[config.mk]
export PLATFORM = sky130hd
export DESIGN_NAME = fprint_compare_engine
export DESIGN_NICKNAME = d
export VERILOG_FILES = /design/src/rtl/fprint_compare_engine_pkg.sv /design/src/rtl/fprint_pointer_bank.sv /design/src/rtl/fprint_compare_engine.sv
export SDC_FILE = /design/constraint.sdc
export NUM_CORES = 1
export LEC_CHECK = 0
export BUFFER_PORTS_ARGS = -buffer_cell sky130_fd_sc_hd__buf_4
export CORE_MARGIN = 2
export CORE_UTILIZATION = 55
export DETAILED_ROUTE_END_ITERATION = 6
export PLACE_DENSITY = 0.73
export REMOVE_ABC_BUFFERS = 1
export SYNTH_ARGS = -nofsm -noshare
export SYNTH_HDL_FRONTEND = slang
export SYNTH_HIERARCHICAL = 1
export SYNTH_SLANG_ARGS = --single-unit
[constraint.sdc]
create_clock -name clk -period 8.9 [get_ports clk]
set_input_delay 0.445 -clock clk [delete_from_list [all_inputs] [get_ports clk]]
set_output_delay 0.445 -clock clk [all_outputs]
set_load 0.05 [all_outputs]
[src/rtl/fprint_compare_engine_pkg.sv]
// Shared fingerprint-checker constants and the compare FSM encodings used by
// the compare engine and its pointer bank.
package fprint_compare_engine_pkg;

    localparam int CRC_KEY_WIDTH         = 4;
    localparam int CRC_KEY_SIZE          = 1 << CRC_KEY_WIDTH;
    localparam int CRC_RAM_ADDRESS_WIDTH = 8;
    localparam int CRC_WIDTH             = 32;

    localparam logic [2:0] CMP_IDLE   = 3'd0;
    localparam logic [2:0] CMP_SETUP  = 3'd1;
    localparam logic [2:0] CMP_READ   = 3'd2;
    localparam logic [2:0] CMP_CMP    = 3'd3;
    localparam logic [2:0] CMP_RETIRE = 3'd4;

endpackage

[src/rtl/fprint_pointer_bank.sv]
// Per-core head pointers, per-task tail pointers and overflow flags for the
// fingerprint RAM, with occupancy (head - tail) status per task.
module fprint_pointer_bank #(
    parameter int KEY_WIDTH  = 4,
    parameter int SLOT_WIDTH = 4
) (
    input  logic                  clk,
    input  logic                  reset,
    input  logic                  inc_en,
    input  logic                  sel_core,
    input  logic [KEY_WIDTH-1:0]  sel_task,
    output logic [SLOT_WIDTH-1:0] sel_head,
    input  logic                  tail_inc_en,
    input  logic                  clr_en,
    input  logic [KEY_WIDTH-1:0]  cmp_task,
    output logic [SLOT_WIDTH-1:0] cmp_tail,
    output logic [(1<<KEY_WIDTH)-1:0] nz0,
    output logic [(1<<KEY_WIDTH)-1:0] nz1,
    output logic [(1<<KEY_WIDTH)-1:0] ovf
);
    import fprint_compare_engine_pkg::*;

    localparam int NTASK = 1 << KEY_WIDTH;
    localparam logic [SLOT_WIDTH-1:0] SLOT_ONE = SLOT_WIDTH'(1);

    logic [SLOT_WIDTH-1:0] head0 [NTASK];
    logic [SLOT_WIDTH-1:0] head1 [NTASK];
    logic [SLOT_WIDTH-1:0] tail  [NTASK];
    logic [SLOT_WIDTH-1:0] sel_cnt;
    logic                  sel_full;

    assign sel_head = sel_core ? head1[sel_task] : head0[sel_task];
    assign sel_cnt  = sel_head - tail[sel_task];
    assign sel_full = &sel_cnt;
    assign cmp_tail = tail[cmp_task];

    for (genvar i = 0; i < NTASK; i++) begin : g_cnt
        logic [SLOT_WIDTH-1:0] cnt0;
        logic [SLOT_WIDTH-1:0] cnt1;
        assign cnt0   = head0[i] - tail[i];
        assign cnt1   = head1[i] - tail[i];
        assign nz0[i] = |cnt0;
        assign nz1[i] = |cnt1;
    end

    // A store into a full task never advances the head; it flags the task instead.
    always_ff @(posedge clk or posedge reset) begin
        if (reset) begin
            for (int i = 0; i < NTASK; i++) begin
                head0[i] <= '0;
                head1[i] <= '0;
                tail[i]  <= '0;
            end
            ovf <= '0;
        end else begin
            if (inc_en) begin
                if (sel_full)
                    ovf[sel_task] <= 1'b1;
                else if (sel_core)
                    head1[sel_task] <= head1[sel_task] + SLOT_ONE;
                else
                    head0[sel_task] <= head0[sel_task] + SLOT_ONE;
            end
            if (tail_inc_en)
                tail[cmp_task] <= tail[cmp_task] + SLOT_ONE;
            if (clr_en) begin
                head0[cmp_task] <= '0;
                head1[cmp_task] <= '0;
                tail[cmp_task]  <= '0;
                ovf[cmp_task]   <= 1'b0;
            end
        end
    end

endmodule

[src/rtl/fprint_compare_engine.sv]
// Compares fingerprint streams of two logical cores per task, retires tasks
// as verified or faulty and raises a sticky mismatch interrupt.
module fprint_compare_engine #(
    parameter int KEY_WIDTH      = fprint_compare_engine_pkg::CRC_KEY_WIDTH,
    parameter int RAM_ADDR_WIDTH = fprint_compare_engine_pkg::CRC_RAM_ADDRESS_WIDTH,
    parameter int CRC_WIDTH      = fprint_compare_engine_pkg::CRC_WIDTH
) (
    input  logic                        clk,
    input  logic                        reset,
    input  logic                        logical_core_id,
    input  logic [KEY_WIDTH-1:0]        fprint_task_id,
    input  logic                        increment_head_pointer,
    output logic                        increment_hp_ack,
    output logic [RAM_ADDR_WIDTH-1:0]   fprint_head_pointer,
    input  logic [(1<<KEY_WIDTH)-1:0]   checkin_reg_out,
    output logic [RAM_ADDR_WIDTH-1:0]   comp_tail_pointer0,
    output logic [RAM_ADDR_WIDTH-1:0]   comp_tail_pointer1,
    input  logic [CRC_WIDTH-1:0]        fprint0,
    input  logic [CRC_WIDTH-1:0]        fprint1,
    output logic                        comp_task_verified,
    output logic [KEY_WIDTH-1:0]        comp_task,
    input  logic                        fprint_reg_ack,
    output logic                        mismatch_irq,
    output logic [KEY_WIDTH-1:0]        mismatch_task,
    input  logic                        irq_clear
);
    import fprint_compare_engine_pkg::*;

    localparam int NTASK      = 1 << KEY_WIDTH;
    localparam int SLOT_WIDTH = RAM_ADDR_WIDTH - KEY_WIDTH;
    localparam logic [KEY_WIDTH-1:0] KEY_ONE = KEY_WIDTH'(1);

    logic [2:0]            state;
    logic [KEY_WIDTH-1:0]  cur_task;
    logic [KEY_WIDTH-1:0]  rr;
    logic [KEY_WIDTH-1:0]  pick;
    logic                  pick_vld;
    logic                  pick_fault;
    logic [2:0]            pick_state;
    logic [NTASK-1:0]      nz0;
    logic [NTASK-1:0]      nz1;
    logic [NTASK-1:0]      ovf;
    logic [NTASK-1:0]      elig;
    logic [SLOT_WIDTH-1:0] sel_head;
    logic [SLOT_WIDTH-1:0] cmp_tail;
    logic                  accept;
    logic                  tail_inc;
    logic                  clr;
    logic                  fprint_match;
    logic                  fault_set;
    logic [KEY_WIDTH-1:0]  fault_task;
    logic                  rd_active;

    fprint_pointer_bank #(
        .KEY_WIDTH  (KEY_WIDTH),
        .SLOT_WIDTH (SLOT_WIDTH)
    ) u_bank (
        .clk         (clk),
        .reset       (reset),
        .inc_en      (accept),
        .sel_core    (logical_core_id),
        .sel_task    (fprint_task_id),
        .sel_head    (sel_head),
        .tail_inc_en (tail_inc),
        .clr_en      (clr),
        .cmp_task    (cur_task),
        .cmp_tail    (cmp_tail),
        .nz0         (nz0),
        .nz1         (nz1),
        .ovf         (ovf)
    );

    // The requester holds its level request until it sees the ack, so a request
    // that is still high while the ack is out must not be counted twice.
    assign accept = increment_head_pointer & ~increment_hp_ack &
                    ~((state == CMP_RETIRE) & (cur_task == fprint_task_id));

    assign fprint_head_pointer = {fprint_task_id, sel_head};
    assign elig                = ovf | (nz0 & nz1) | checkin_reg_out;
    assign fprint_match        = (fprint0 == fprint1);
    assign tail_inc            = (state == CMP_CMP) & fprint_match;
    assign clr                 = (state == CMP_RETIRE) & fprint_reg_ack;

    // Round-robin arbiter: lowest offset from rr wins, so it is applied last.
    always_comb begin
        pick_vld = 1'b0;
        pick     = rr;
        for (int i = NTASK - 1; i >= 0; i--) begin
            if (elig[rr + KEY_WIDTH'(i)]) begin
                pick_vld = 1'b1;
                pick     = rr + KEY_WIDTH'(i);
            end
        end
    end

    always_comb begin
        pick_fault = 1'b0;
        pick_state = CMP_RETIRE;
        if (ovf[pick])
            pick_fault = 1'b1;
        else if (nz0[pick] & nz1[pick])
            pick_state = CMP_SETUP;
        else if (nz0[pick] ^ nz1[pick])
            pick_fault = 1'b1;
    end

    assign fault_set  = ((state == CMP_IDLE) & pick_vld & pick_fault) |
                        ((state == CMP_CMP) & ~fprint_match);
    assign fault_task = (state == CMP_IDLE) ? pick : cur_task;

    // SETUP presents the address, READ covers RAM latency, CMP sees the data.
    assign rd_active          = (state == CMP_SETUP) | (state == CMP_READ) | (state == CMP_CMP);
    assign comp_tail_pointer0 = rd_active ? {cur_task, cmp_tail} : '0;
    assign comp_tail_pointer1 = rd_active ? {cur_task, cmp_tail} : '0;
    assign comp_task_verified = (state == CMP_RETIRE);
    assign comp_task          = (state == CMP_RETIRE) ? cur_task : '0;

    always_ff @(posedge clk or posedge reset) begin
        if (reset) begin
            state            <= CMP_IDLE;
            cur_task         <= '0;
            rr               <= '0;
            increment_hp_ack <= 1'b0;
            mismatch_irq     <= 1'b0;
            mismatch_task    <= '0;
        end else begin
            increment_hp_ack <= accept;
            case (state)
                CMP_IDLE: begin
                    if (pick_vld) begin
                        cur_task <= pick;
                        rr       <= pick + KEY_ONE;
                        state    <= pick_state;
                    end
                end
                CMP_SETUP: state <= CMP_READ;
                CMP_READ:  state <= CMP_CMP;
                CMP_CMP:   state <= fprint_match ? CMP_IDLE : CMP_RETIRE;
                CMP_RETIRE: begin
                    if (fprint_reg_ack)
                        state <= CMP_IDLE;
                end
                default: state <= CMP_IDLE;
            endcase
            // Only the first fault since the last clear is recorded as the culprit.
            if (fault_set) begin
                mismatch_irq <= 1'b1;
                if (!mismatch_irq)
                    mismatch_task <= fault_task;
            end else if (irq_clear) begin
                mismatch_irq <= 1'b0;
            end
        end
    end

endmodule

==> run_results.csv <==
group,metric,value,unit
status,outcome,"finished clean",
placement,dpl.hpwl,53060,um
placement,port_buffers,124,
global_route,grt_max_degree,81,
layout,syn_to_final_growth,10.29,%
global_route,grt_pass1_wl,106400,um
clock_tree,clock_path_buffers,3,
drt,dr_total_vias,18130,
logic_synthesis,yosys_warnings,6,
logic_synthesis,postSynthCellCount,2168,
logic_synthesis,synthDistinctLibCells,88,
logic_synthesis,syn_avg_cell_area,9.083,um2
clock_tree,cts_num_sinks,225,
sta,holdWs,0.1734,ns
logic_synthesis,synth_area,19690,um2
logic_synthesis,ys_seq_elements,225,
worst_setup_path,cp.required,9.33,ns
worst_setup_path,crit_type,"reg -> reg",
global_route,grt_usage,36.76,%
die,ios,125,
logic_synthesis,yosysSeqAreaShare,28.59,%
pwr,power_density,350.0,nW/um2
worst_setup_path,path_buf_inv,1,
worst_setup_path,crit_path_max_fanout,19,
clock_tree,cts_resized,0,
worst_setup_path,startpoint_type,"register",
sta,final.setup_skew,0.04167,ns
drt,drt-total-wl,69800,um
die,die_w,193.2,um
layout,final_common_cell,"nand2_1",
global_route,grt_pass1_vias,17190,
sta,rsz0062_at_grt,"no",
sta,fin_crit,6.791,ns
global_route,antenna_found_initial,1,
worst_setup_path,critPathArrivalTime,7.22,ns
global_route,grt_overflow,0,
clock_tree,cts_buffers,26,
sta,relSlewSlack,7.106,%
placement,place_congestion,0.9724,
sta,finalCritPeriodShare,76.31,%
layout,final_layout_size_suffix_gt1_share,16.01,%
drt,post-route-drc-count,0,
drt,postRouteAntennaNets,0,
drt,drt_iter0_drc,2139,
worst_setup_path,cpMostUsedCell,"mux2i_1",
worst_setup_path,worst_path_max_delay_cell,"dfrtp_1",
clock_tree,path_clk_slew,0.06,ns
drt,wire_per_inst,25.81,um
drt,first_pass_iters,7,
pwr,power.leakage,9.134,nW
sta,worst_slew_pin_slew,1.390,ns
worst_hold_path,hold_path.class,"in -> reg",
logic_synthesis,synth_edf_count,0,
logic_synthesis,ys.flop_type,"dfrtp_1",
die,die_h,193.2,um
clock_tree,htreeDepth,1,
clock_tree,cts_tree,"built",
worst_setup_path,crit_path_max_incr_delay,0.80,ns
flow_run,maxCapViolCount,0,
layout,layout_common_cells,"nand2_1 (350), dfrtp_1 (225), mux2i_1 (204)",
layout,fin_nets,2424,
drt,vias_per_cell,6.706,
pwr,ir_drop,0.3397,mV
die,core_area,35400,um2
sta,max_clock_freq,147.2,MHz
die,start_util,55.63,%
clock_tree,cts_setup_buffers,0,
sta,fin_tns_setup,0,ns
worst_setup_path,end_kind,"register",
sta,final_max_slew_viol_count,0,
worst_setup_path,critical_path.cell_chain,"clkinv_1 -> ha_1 -> nand2b_1 -> o22ai_1 -> nor2_1 -> mux4_2 -> a211oi_1 -> o2111ai_1 -> or3_4 -> o21ai_4 -> nand2b_1 -> mux2i_1 -> mux2i_1 -> mux2i_1 -> ha_1 -> a21oi_1 -> or2_2 -> o22ai_1 -> a21oi_1 -> o21a_1",
clock_tree,cts_root_buffer,"clkbuf_16",
sta,hold_viol_final,0,
die,die_area,37330,um2
worst_setup_path,crit_family,"simple AND/OR/NAND/NOR gates",
die,row_count,69,
sta,final-setup-viol-count,0,
logic_synthesis,synth-async-reset-ratio,100.0,%
worst_setup_path,r2r_slack,2.11,ns
clock_tree,clk_latency,0.58,ns
## timing repair
| item | 4_1_cts | 5_1_grt |
|---|---|---|
| endpoints found under the hold margin | 66 | 0 |
| hold buffers | 1 | 0 |
| setup endpoints to repair | 0 | 0 |
## state kept, by name, summed over array words and instances, names as in the netlist
name / flops
mismatch_irq: 1
u_bank/head1: 64
mismatch_task: 4
increment_hp_ack: 1
u_bank/head0: 64
rr: 4
state: 3
cur_task: 4
u_bank/tail: 64
u_bank/ovf: 16
## cell usage after synthesis (25+ instances only)
cell type,instances,area [um2]
nand2b_1,25,156.4
mux4_2,86,1937
ha_1,110,1376
dfrtp_1,225,5630
nor2_1,179,671.9
clkbuf_1,65,244.0
a21oi_1,72,360.4
mux2i_1,204,2042
nand3_1,32,160.2
xnor2_1,75,656.9
o21ai_0,98,490.5
a211oi_1,39,292.8
nand2_1,350,1314
xor2_1,42,367.9
inv_1,113,424.2
nand4_1,29,181.4
## metrics by stage
stage	util (%)	setup slack (ns)	total power, mW	instance area [um2]	std cells
finish	61.36	2.109	7.602	21720	2704
CTS	61.35	2.265	7.475	21720	2703
global placement	58.81	2.468	6.275	20820	2655
detailed placement	58.81	2.294	6.322	20820	2655
floorplan	-	0.7365	4.843	19110	2048
global route	61.35	1.655	8.030	21720	2703
## report_power, final
part           internal [mW]  switching (mW)
combinational           1.83            3.29
sequential              1.17           0.174
clock                  0.662           0.477
total                   3.66            3.94
## worst paths after layout
check	start	endpoint	cells after the start
max	rr[1]	mismatch_task[3]	20
min	fprint_reg_ack	state[2]	4
max reg2reg	rr[1]	mismatch_task[3]	20
min reg2reg	mismatch_task[3]	mismatch_task[3]	1
max in group asynchronous	reset	u_bank/head0[18]	5
min in group asynchronous	reset	u_bank/tail[56]	3
## worst min-delay path, cell delays in order
cell and delay [ns]:
buf_4 0.11, inv_1 0.04, a21oi_1 0.06, nand2_1 0.06
## routing by layer
metal	part of all wire, %	global-route usage, %	vias up	wire length [um]
met1	40	50.02	8864	27720
met5	0.019	0	-	13
li1	-	-	7964	-
met3	11	8.473	188	7762
met4	4.4	13.77	2	3074
met2	45	57.39	1115	31220
## cells by family (layout without fill, tap and decap cells)
group | after synthesis | in the layout | synth area share, %
compound gates | 446 | 446 | 16.53
simple gates | 734 | 734 | 16.79
xor+xnor | 119 | 119 | 5.369
mux | 294 | 294 | 20.43
buf+inv | 239 | 313 | 5.204
fa+ha+maj | 111 | 111 | 7.091
other cells | 0 | 1 | 0
flops | 225 | 225 | 28.59
## layout make-up
cell class	count	area (um2)
Antenna cell	1	2.502
Clock buffer	35	724.4
Clock inverter	12	166.4
Sequential cell	225	5630
Inverter	119	454.2
Fill cell	3011	13680
Tap cell	461	576.8
Timing Repair Buffer	147	1106
Multi-Input combinational cell	1704	13060
No activity file was read; power rests on OpenSTA's default activity.
